`src/rtl/des_block_sequencer.sv`:
```
// Drives an external iterative DES core over a span of 64-bit blocks held in a 32-bit input RAM,
// writing results to a 32-bit output RAM. Supports ECB/CBC, encrypt/decrypt, block count and abort.
module des_block_sequencer #(
  parameter int unsigned ADDR_W = 9
) (
  input  logic              sys_clk,
  input  logic              reset_n,
  input  logic              start,
  input  logic              abort,
  input  logic              decrypt,
  input  logic              cbc_en,
  input  logic [63:0]       iv,
  input  logic [ADDR_W-2:0] num_blocks,
  output logic [ADDR_W-1:0] ramI_addr,
  input  logic [31:0]       ramI_dout,
  output logic [ADDR_W-1:0] ramO_addr,
  output logic [31:0]       ramO_din,
  output logic              ramO_we,
  output logic [63:0]       des_in,
  output logic [3:0]        des_round_sel,
  output logic              des_decrypt,
  input  logic [63:0]       des_out,
  output logic              busy,
  output logic              done,
  output logic [ADDR_W-1:0] blocks_left
);

  localparam int unsigned BLK_W    = 64;
  localparam int unsigned WORD_W   = 32;
  localparam int unsigned SEL_W    = 4;
  localparam int unsigned CNT_W    = ADDR_W - 1;
  localparam int unsigned FULL_CNT = 1 << CNT_W;

  typedef enum logic [3:0] {
    IDLE, RD0, RD1, RD2, ROUND, WR_LO, WR_HI, NEXT, DONE
  } state_t;

  state_t             state;
  state_t             nextState;
  logic               modeCbc;
  logic [BLK_W-1:0]   chain;
  logic [BLK_W-1:0]   cin;
  logic [BLK_W-1:0]   result;
  logic [WORD_W-1:0]  lo;
  logic [BLK_W-1:0]   blk;
  logic [BLK_W-1:0]   resultNext;
  logic               lastRound;
  logic               busyNext;
  logic               doneNext;
  logic               weNext;

  assign blk        = {ramI_dout, lo};
  assign lastRound  = (des_round_sel == SEL_W'(15));
  assign resultNext = (modeCbc && des_decrypt) ? (des_out ^ chain) : des_out;

  // State register
  always_ff @(posedge sys_clk) begin
    if (!reset_n) state <= IDLE;
    else          state <= nextState;
  end

  // Next state and next values of the registered status outputs
  always_comb begin
    nextState = state;
    busyNext  = 1'b0;
    doneNext  = 1'b0;
    weNext    = 1'b0;
    case (state)
      IDLE:    if (start && !abort) nextState = RD0;
      RD0:     nextState = RD1;
      RD1:     nextState = RD2;
      RD2:     nextState = ROUND;
      ROUND:   if (lastRound) nextState = WR_LO;
      WR_LO:   nextState = WR_HI;
      WR_HI:   nextState = NEXT;
      NEXT:    nextState = (blocks_left == ADDR_W'(1)) ? DONE : RD0;
      DONE:    nextState = IDLE;
      default: nextState = IDLE;
    endcase
    if (abort && state != IDLE) nextState = IDLE;
    busyNext = (nextState != IDLE) && (nextState != DONE);
    doneNext = (nextState == DONE);
    weNext   = (nextState == WR_LO) || (nextState == WR_HI);
  end

  // Datapath: addresses, chaining value and DES interface
  always_ff @(posedge sys_clk) begin
    if (!reset_n) begin
      ramI_addr     <= '0;
      ramO_addr     <= '0;
      ramO_din      <= '0;
      ramO_we       <= 1'b0;
      des_in        <= '0;
      des_round_sel <= '0;
      des_decrypt   <= 1'b0;
      busy          <= 1'b0;
      done          <= 1'b0;
      blocks_left   <= '0;
      modeCbc       <= 1'b0;
      chain         <= '0;
      cin           <= '0;
      result        <= '0;
      lo            <= '0;
    end else begin
      busy    <= busyNext;
      done    <= doneNext;
      ramO_we <= weNext;
      case (state)
        IDLE: begin
          if (start && !abort) begin
            des_decrypt <= decrypt;
            modeCbc     <= cbc_en;
            chain       <= iv;
            blocks_left <= (num_blocks == '0) ? ADDR_W'(FULL_CNT) : ADDR_W'(num_blocks);
            ramI_addr   <= '0;
            ramO_addr   <= '0;
          end
        end
        RD0: ramI_addr <= ramI_addr + ADDR_W'(1);
        RD1: begin
          lo        <= ramI_dout;
          ramI_addr <= ramI_addr + ADDR_W'(1);
        end
        RD2: begin
          des_in        <= (modeCbc && !des_decrypt) ? (blk ^ chain) : blk;
          cin           <= blk;
          des_round_sel <= '0;
        end
        ROUND: begin
          des_round_sel <= des_round_sel + SEL_W'(1);
          if (lastRound) begin
            result   <= resultNext;
            ramO_din <= resultNext[WORD_W-1:0];
            if (modeCbc) chain <= des_decrypt ? cin : des_out;
          end
        end
        // The port shows base+1 only during WR_HI; NEXT sees the block base again.
        WR_LO: begin
          ramO_addr <= ramO_addr + ADDR_W'(1);
          ramO_din  <= result[BLK_W-1:WORD_W];
        end
        WR_HI: ramO_addr <= ramO_addr - ADDR_W'(1);
        NEXT: begin
          ramO_addr   <= ramO_addr + ADDR_W'(2);
          blocks_left <= blocks_left - ADDR_W'(1);
        end
        default: ;
      endcase
    end
  end

endmodule

```
`config.mk`:
```
export PLATFORM = sky130hd
export DESIGN_NAME = des_block_sequencer
export DESIGN_NICKNAME = d
export VERILOG_FILES = /design/src/rtl/des_block_sequencer.sv
export SDC_FILE = /design/constraint.sdc
export NUM_CORES = 1
export LEC_CHECK = 0
export ABC_CLOCK_PERIOD_IN_PS = 2490
export BUFFER_PORTS_ARGS = -buffer_cell sky130_fd_sc_hd__buf_2
export CORE_MARGIN = 1
export CORE_UTILIZATION = 31
export CTS_CLUSTER_SIZE = 28
export DETAILED_ROUTE_END_ITERATION = 16
export PLACE_DENSITY = 0.55
export SKIP_CTS_REPAIR_TIMING = 1
export SLEW_MARGIN = 25
export SYNTH_ARGS = -nofsm -noshare
export SYNTH_HDL_FRONTEND = slang
export SYNTH_SLANG_ARGS = --single-unit
```
`constraint.sdc`:
```
create_clock -name sys_clk -period 2.49 [get_ports sys_clk]
set_input_delay 0.1245 -clock sys_clk [delete_from_list [all_inputs] [get_ports sys_clk]]
set_output_delay 0.1245 -clock sys_clk [all_outputs]
set_load 0.01 [all_outputs]
```
==> results of run 1 <==
-- stage by stage --
| step | cells | utilization |
|---|---|---|
| floorplan | 1905 | - |
| global placement | 2717 | 0.363 |
| detailed placement | 2717 | 0.363 |
| CTS | 2788 | 0.388 |
| global route | 2907 | 0.413 |
| finish | 2907 | 0.413 |
-- area by class of cell --
class	instances	area [um2]
inverter	9	41.3
fill	4816	28200
clock buffer	60	1140
tap	615	769
sequential	328	6570
antenna	5	12.5
clock inverter	11	98.8
timing repair buffer	468	3200
multi-input combinational	1411	7950
-- routing by layer --
layer,vias up,GRT usage,share of wire
met3,81,0.0424,0.063
met4,0,0.0890,0.028
li1,7259,-,-
met5,-,0,0
met1,7027,0.320,0.48
met2,498,0.317,0.43
-- worst min-delay path by stage --
stage / start / to / slack, ps / depth (start not counted)
6_report: iv[63] / chain[63] / -20 / 3
2_1_floorplan: abort / done / 200 / 1
4_1_cts: ramI_dout[15] / cin[47] / -200 / 3
3_3_place_gp: abort / done / 410 / 2
5_1_grt: des_out[3] / ramO_din[3] / 5 / 4
3_5_place_dp: num_blocks[4] / blocks_left[4] / 410 / 3
-- Yosys cell counts (5+ instances only) --
| cell type | n | area, um2 |
|---|---|---|
| dfxtp_1 | 328 | 6570 |
| a21oi_1 | 224 | 1120 |
| a22oi_1 | 35 | 263 |
| or3_1 | 8 | 50.1 |
| nor2_1 | 138 | 518 |
| o211ai_1 | 67 | 503 |
| xor2_1 | 100 | 876 |
| nand2_1 | 504 | 1890 |
| buf_1 | 10 | 37.5 |
| o21ai_0 | 20 | 100 |
| mux2i_1 | 66 | 661 |
| ha_1 | 7 | 87.6 |
| nor3_1 | 11 | 55.1 |
| a211oi_1 | 99 | 743 |
| nand3_1 | 15 | 75.1 |
| inv_1 | 8 | 30.0 |
| clkbuf_1 | 119 | 447 |
| nand4_1 | 5 | 31.3 |
| buf_2 | 19 | 95.1 |
| buf_6 | 6 | 67.6 |
| xnor2_1 | 39 | 342 |
| a31oi_1 | 10 | 62.6 |
-- kinds of logic (layout without fill, tap and decap cells) --
family / count (synthesis) / in the layout / synth area share
AOI/OAI and AO/OA: 483 / 483 / 0.200
xor gates and xnor gates: 139 / 139 / 0.0803
adders and majority gates: 7 / 7 / 0.00578
buffers and inverters: 166 / 548 / 0.0464
DFF: 328 / 328 / 0.433
muxes: 66 / 66 / 0.0436
other: 0 / 5 / 0
and+or+nand+nor: 716 / 716 / 0.191
-- layout by cell type (no fill, tap or decap), drive strengths merged, types with 3 or more instances in the layout --
cell,instances
nand2,504
o21ai,20
clkinv,9
nand3,15
nor2,138
a31oi,10
dfxtp,328
or3,8
inv,10
mux2i,66
a21oi,225
and3,4
diode,5
o311ai,3
clkbuf,60
o211ai,67
a211oi,99
ha,7
xor2,100
and2,3
or4,4
nor3,12
nor4b,3
dlygate4sd3,114
xnor2,39
a22oi,35
o22ai,4
buf,354
nand4,5
nor4,4
-- state kept, by name, summed over array words and instances (netlist names), 9 cells and up --
name	count
blocks_left	9
chain	64
cin	64
des_in	64
lo	32
ramI_addr	9
ramO_addr	9
ramO_din	32
result	32
-- where the power goes --
part	total [mW]	internal [mW]	switching, mW
sequential	5.51	5.39	0.126
combinational	1.33	0.551	0.781
clock	5.62	3.26	2.36
total	12.5	9.20	3.26
-- critical path, stage by stage, from the launching register on --
cell and delay, ps:
dfxtp_1 300, nand4bb_1 340, inv_1 170, ha_1 350, a41oi_2 310, o22ai_1 160, o211a_1 250, o221a_2 260
==> flow_summary.yaml, run 1 <==
yosys:
  yosys.cell_types.count: 61
  synth_ff_type: "dfxtp_1"
  synth_seq_cells: 328
  syn_avg_cell_area_um2: 7.96
  synth_edf_count: 0
  synth.net_count: 2086
  async_flop_share: 0
  synth_area_mm2: 0.0152
  ys_seq_area_frac: 0.433
  syn_inst: 1905
  yosysWarnings: 0
placed_design:
  dp_slack_ps: 118
  gp_congestion: 0.847
  port_buffers: 304
  place_area_mm2: 0.0174
  dpl.hpwl_um: 38500
sta:
  slew_violations: 0
  tightest_slew_ps: 779
  setup_tns_ps: 0
  rsz0062_at_grt: "no"
  fin_hold_ws_ps: -19.5
  fmax_mhz: 445
  fin_ws_ps: 242
  min_period_ps: 2250
  setup_violations: 0
  period_share: 0.903
  hold_violations: 6
  slew_headroom: 0.481
  clock_skew_ps: 19.9
floorplan:
  die_x_um: 223
  row_count: 80
  die_h_um: 223
  core_mm2: 0.0479
  initial_core_util: 0.316
  ioPinCount: 305
  dieArea_mm2: 0.0498
cells_and_area:
  drive_gt1_frac: 0.188
  design_area_mm2: 0.0198
  area_growth_syn_to_layout_pct: 30.5
  nets: 2439
route:
  first_iter_violations: 999
  wirelength_um: 57500
  post-route-drc-count: 0
  vias: 14865
  dr.pass1.iters: 5
  ant_nets: 0
  vias_per_cell: 5.11
  avgRoutedWirePerCell_um: 19.8
global_route:
  antenna_found_initial: 6
  grt_max_degree: 135
  grt_pass1_vias: 13552
  grt_pass1_wl_um: 84000
  gr-total-overflow: 0
  grtUsageTotal: 0.221
critical_path:
  cp-startpoint: "state[3]"
  r2r-start: "state[3]"
  crit_end: "ramO_addr[8]"
  r2r_slack_ps: 240
  required_ps: 2930
  rr_worst_depth: 7
  cp-end-kind: "flop"
  worstPathArrival_ps: 2680
  crit_fanout: 11
  crit_type: "reg2reg"
  rr_endpoint: "ramO_addr[8]"
  start_kind: "flop"
run_status:
  status: "complete, but fails checks"
  violations: "hold timing"
clocking:
  cts_tree: "built"
  clk_pin_slew_worst_paths_ps: 60
  cts_max_path_buffers: 3
  worst_skew_pair.late_latency_ps: 560
  cts_buffers: 40
  cts_num_sinks: 328
  htreeDepth: 2
  cts-root-buf: "clkbuf_16"
power_and_ir_drop:
  cellLeakagePower_nw: 7.08
  powerDensity_mw_per_mm2: 630
  ir_worst_vdd_mv: 0.427
  total_power_mw: 12.5
min_path:
  hp-class: "in2reg"
flow_run:
  maxCapViolations: 0
(Power assumes the default switching activity.)
==> run 2, diff against run 1 <==
--- a/config.mk
+++ b/config.mk
@@ -5,13 +5,13 @@
 export SDC_FILE = /design/constraint.sdc
 export NUM_CORES = 1
 export LEC_CHECK = 0
-export ABC_CLOCK_PERIOD_IN_PS = 2490
+export ABC_CLOCK_PERIOD_IN_PS = 2500
 export BUFFER_PORTS_ARGS = -buffer_cell sky130_fd_sc_hd__buf_2
 export CORE_MARGIN = 1
 export CORE_UTILIZATION = 31
 export CTS_CLUSTER_SIZE = 28
 export DETAILED_ROUTE_END_ITERATION = 16
-export PLACE_DENSITY = 0.55
+export PLACE_DENSITY = 0.53
 export SKIP_CTS_REPAIR_TIMING = 1
 export SLEW_MARGIN = 25
 export SYNTH_ARGS = -nofsm -noshare
==> constraint.sdc (replaced) <==
create_clock -name sys_clk -period 2.5 [get_ports sys_clk]
set_input_delay 0.125 -clock sys_clk [delete_from_list [all_inputs] [get_ports sys_clk]]
set_output_delay 0.125 -clock sys_clk [all_outputs]
set_load 0.01 [all_outputs]
==> run 2 against run 1 <==
  * The flow still finishes with violations (hold timing)
  * Core utilization is 0.36 points higher
  * Power is 5.8% higher
  * Clock power is 13% higher
  * Combinational power hardly changed
  * Hold slack worse by 3.4 ps
  * Critical path type unchanged
  * Largest cell class unchanged
  * Largest power group unchanged
  * Highest routed layer unchanged
==> flow_summary.yaml, run 2 (same netlist as run 1, synthesis figures left out) <==
run_status:
  status: "complete, but fails checks"
  violations: "hold timing"
flow_run:
  maxCapViolations: 0
critical_path:
  path_cells: "buf_4 -> nor4b_1 -> and2_2 -> a21o_2 -> buf_12 -> o211ai_1 -> a21oi_1"
  worstPathArrival_ps: 2800
  cpMaxStageDelayCell: "nor4b_1"
  required_ps: 2990
  crit_fanout: 64
  crit_type: "reg2reg"
  start_kind: "flop"
  path_buf_inv: 2
  slowest_delay_ps: 460
  cpLargestDelayFamily: "simple AND/OR/NAND/NOR gates"
  cp-end-kind: "flop"
power_and_ir_drop:
  p_int_mw: 9.85
  clkPwrFrac: 0.483
  swShare: 0.253
  p_seq_frac: 0.417
  p_switching_mw: 3.34
  cellLeakagePower_nw: 7.15
  combPwrFrac: 0.100
  ir_worst_vdd_mv: 0.448
  powerDensity_mw_per_mm2: 661
  total_power_mw: 13.2
cells_and_area:
  reg_top3: "chain (64), cin (64), des_in (64)"
  nets: 2428
  final_common_cell: "nand2_1"
  drive_gt1_frac: 0.189
  design_area_mm2: 0.0199
  area_growth_syn_to_layout_pct: 31.6
  diodes: 0
  final_util: 0.416
  layout_common_cells: "nand2_1, dfxtp_1, buf_2, a21oi_1, nor2_1"
  instances_no_fill: 2894
  fillCellCount: 4863
placed_design:
  place_area_mm2: 0.0174
  dp_cells: 2704
  gp_congestion: 0.846
  port_buffers: 304
  dpl.hpwl_um: 38000
  dp_slack_ps: 123
global_route:
  met1_usage: 0.329
  grt_busiest_layer: "met2"
  grtUsageTotal: 0.223
  grt_pass1_wl_um: 85000
  grt_pass1_vias: 13668
  groute.layer.met3.usage: 0.0381
  use_met2: 0.330
  grt_max_degree: 135
  antenna_found_initial: 1
  gr-total-overflow: 0
sta:
  fmax_mhz: 432
  hold_violations: 3
  rsz0062_at_grt: "no"
  setup_violations: 0
  tightest_slew_ps: 1070
  fin_hold_ws_ps: -23.0
  period_share: 0.925
  slew_violations: 0
  setup_tns_ps: 0
  clock_skew_ps: 15.0
  slew_headroom: 0.289
  min_period_ps: 2310
  fin_ws_ps: 187
min_path:
  hp-class: "in2reg"
clocking:
  cts_max_path_buffers: 3
  clk_pin_slew_worst_paths_ps: 60
  cts_buffers: 41
  htreeDepth: 2
  cts-root-buf: "clkbuf_16"
  worst_skew_pair.late_latency_ps: 570
  cts_num_sinks: 328
  cts_tree: "built"
route:
  avgRoutedWirePerCell_um: 20.2
  ant_nets: 0
  first_iter_violations: 1006
  dr.pass1.iters: 5
  vias: 14939
  post-route-drc-count: 0
  wirelength_um: 58300
  vias_per_cell: 5.16
floorplan:
  dieArea_mm2: 0.0498
  die_h_um: 223
  core_mm2: 0.0479
  ioPinCount: 305
  die_x_um: 223
  row_count: 80
  initial_core_util: 0.316
run 2: final timing paths:
path	startpoint	end	slack [ps]	cells after the start
worst max-delay path	state[2]	chain[13]	190	7
worst min-delay path	des_out[63]	result[63]	-20	3
worst max register to register	state[2]	chain[13]	190	7
worst min register to register	ramO_din[26]	ramO_din[26]	450	2
run 2: layer usage:
metal	wire (um)	part of all wire
met1	28100	0.48
met2	25400	0.44
met3	3540	0.061
met4	1250	0.021
met5	0	0
run 2: power groups by stage:
| stage | Combinational [mW] | Clock, mW | Sequential, mW |
|---|---|---|---|
| finish | 1.32 | 6.37 | 5.50 |
| global route | 1.42 | 6.71 | 5.52 |
| CTS | 1.17 | 6.51 | 5.50 |
| detailed placement | 1.17 | 0 | 5.61 |
| global placement | 1.16 | 0 | 5.61 |
| floorplan | 0.631 | 0 | 5.58 |
run 2: cell type report:
cell class,instances,area [um2],share of cell area
sequential,328,6570,0.329
clock inverter,21,263,0.0132
clock buffer,54,1180,0.0590
multi-input combinational,1412,7960,0.399
inverter,9,41.3,0.00207
timing repair buffer,455,3170,0.159
tap,615,769,0.0386
run 2: worst reg2reg max path, cell delays in order (launching register included):
cell      delay [ps]
dfxtp_1          350
buf_4            180
nor4b_1          460
and2_2           350
a21o_2           150
buf_12           340
o211ai_1         200
a21oi_1          200
==> run 3, diff against run 2 <==
--- a/config.mk
+++ b/config.mk
@@ -8,10 +8,10 @@
 export ABC_CLOCK_PERIOD_IN_PS = 2500
 export BUFFER_PORTS_ARGS = -buffer_cell sky130_fd_sc_hd__buf_2
 export CORE_MARGIN = 1
-export CORE_UTILIZATION = 31
+export CORE_UTILIZATION = 39
 export CTS_CLUSTER_SIZE = 28
 export DETAILED_ROUTE_END_ITERATION = 16
-export PLACE_DENSITY = 0.53
+export PLACE_DENSITY = 0.63
 export SKIP_CTS_REPAIR_TIMING = 1
 export SLEW_MARGIN = 25
 export SYNTH_ARGS = -nofsm -noshare
==> run 3 against run 2 <==
  * The run still ends with hold timing left
  * Die area down 20%
  * Core utilization up 10 points
  * Fmax fell by 1.5%
  * Non-clock buffer count grew 8
  * Cell count fell by 3.3%
  * Clock skew up 9.7 ps
  * Critical endpoint is now ramO_addr[8]
==> flow_summary.yaml, run 3 (same netlist as run 1, synthesis figures left out) <==
route:
  wl_met3_um: 3130
  first_iter_violations: 782
  wl_met1_um: 21600
  vias_per_cell: 5.23
  avgRoutedWirePerCell_um: 17.6
  post-route-drc-count: 0
  wirelength_um: 49300
  dr.pass1.iters: 5
  vias: 14648
  top_layer: "met5"
  wl_met2_um: 23600
  ant_nets: 0
cells_and_area:
  final_common_cell: "nand2_1"
  reg_top3: "chain (64), cin (64), des_in (64)"
  layout_common_cells: "nand2_1, dfxtp_1, buf_2, a21oi_1, nor2_1"
  drive_gt1_frac: 0.189
  nets: 2433
  area_growth_syn_to_layout_pct: 30.2
  final_util: 0.520
global_route:
  gr-total-overflow: 0
  grtUsageTotal: 0.238
  grt_pass1_vias: 13591
  grt_max_degree: 135
  grt_pass1_wl_um: 74300
  antenna_found_initial: 7
floorplan:
  die_h_um: 199
  core_mm2: 0.0379
  ioPinCount: 305
  die_x_um: 199
  dieArea_mm2: 0.0397
  initial_core_util: 0.400
  row_count: 71
clocking:
  cts_tree: "built"
  cts_buffers: 39
  htreeDepth: 2
  cts-root-buf: "clkbuf_16"
  worst_skew_pair.late_latency_ps: 530
  clk_pin_slew_worst_paths_ps: 60
  cts_max_path_buffers: 3
  cts_num_sinks: 328
min_path:
  hold_end: "chain[50]"
  hp-class: "in2reg"
  worst_hold_path.num_cells: 3
  worstHoldStart: "iv[50]"
power_and_ir_drop:
  ir_worst_vdd_mv: 0.618
  cellLeakagePower_nw: 7.11
  powerDensity_mw_per_mm2: 636
critical_path:
  cp-end-kind: "flop"
  r2r-start: "state[2]"
  rr_endpoint: "ramO_addr[8]"
  start_kind: "flop"
  rr_worst_depth: 8
  required_ps: 2910
  cp-startpoint: "state[2]"
  crit_fanout: 5
  r2r_slack_ps: 150
  crit_type: "reg2reg"
  worstPathArrival_ps: 2760
run_status:
  status: "complete, but fails checks"
  violations: "hold timing"
sta:
  fin_hold_ws_ps: -64.8
  slew_headroom: 0.466
  setup_violations: 0
  min_period_ps: 2350
  hold_violations: 17
  rsz0062_at_grt: "no"
  fmax_mhz: 426
  tightest_slew_ps: 801
  slew_violations: 0
  clock_skew_ps: 24.7
  period_share: 0.939
  setup_tns_ps: 0
flow_run:
  maxCapViolations: 0
placed_design:
  gp_congestion: 0.854
  dpl.hpwl_um: 31700
  port_buffers: 304
==> run 3: cell types whose count changed in the layout (fill, tap and decap cells not counted), sizes merged <==
cell         before  now
a21oi           226  225
buf             341  351
bufinv            6    4
clkbuf           54   55
clkinv           13    6
clkinvlp          0    2
diode             0    7
dlygate4sd3     114  112
inv              11   12
==> run 3: worst max path at each step <==
stage,end,cells past startpoint
floorplan,ramO_addr[6],11
global placement,chain[52],7
detailed placement,chain[24],7
CTS,chain[24],7
global route,chain[6],7
finish,ramO_addr[8],8
==> run 3: final cells by class <==
cell class                      instances  area [um2]
Fill cell                            3691       18200
Multi-Input combinational cell       1411        7950
Sequential cell                       328        6570
Timing Repair Buffer                  463        3200
Clock buffer                           55        1120
Tap cell                              511         639
Clock inverter                         15         191
Inverter                                9        41.3
Antenna cell                            7        17.5
==> run 3: metrics by stage <==
stage | hold WS, ps | std cells | power (mW) | area, um2 | setup WS, ps
2_1_floorplan | 203 | 1905 | 6.21 | 15200 | 67.1
3_3_place_gp | 386 | 2609 | 6.69 | 17300 | 185
3_5_place_dp | 395 | 2609 | 6.71 | 17300 | 80.5
4_1_cts | -159 | 2679 | 12.5 | 18600 | 95.5
5_1_grt | -5.14 | 2795 | 13.0 | 19700 | 3.52
6_report | -64.8 | 2799 | 12.6 | 19700 | 152
==> run 3: report_power, final <==
group | internal [mW] | switching, mW | total, mW
clock network | 3.53 | 2.27 | 5.80
logic | 0.553 | 0.725 | 1.28
registers | 5.37 | 0.111 | 5.48
total | 9.45 | 3.10 | 12.6
==> run 3: worst max-delay path, cell delays in order, from the launching register on <==
cell,delay (ps)
dfxtp_1,410
nand4bb_1,240
xnor2_1,190
ha_1,230
buf_4,160
a41oi_1,320
o22ai_1,170
o211a_1,250
o221a_2,250
==> run 3: routing by layer <==
| layer | GRT usage | vias up |
|---|---|---|
| met3 | 0.0533 | 75 |
| met1 | 0.305 | 6913 |
| met4 | 0.0764 | 2 |
| li1 | - | 7249 |
| met5 | 0 | - |
| met2 | 0.394 | 409 |
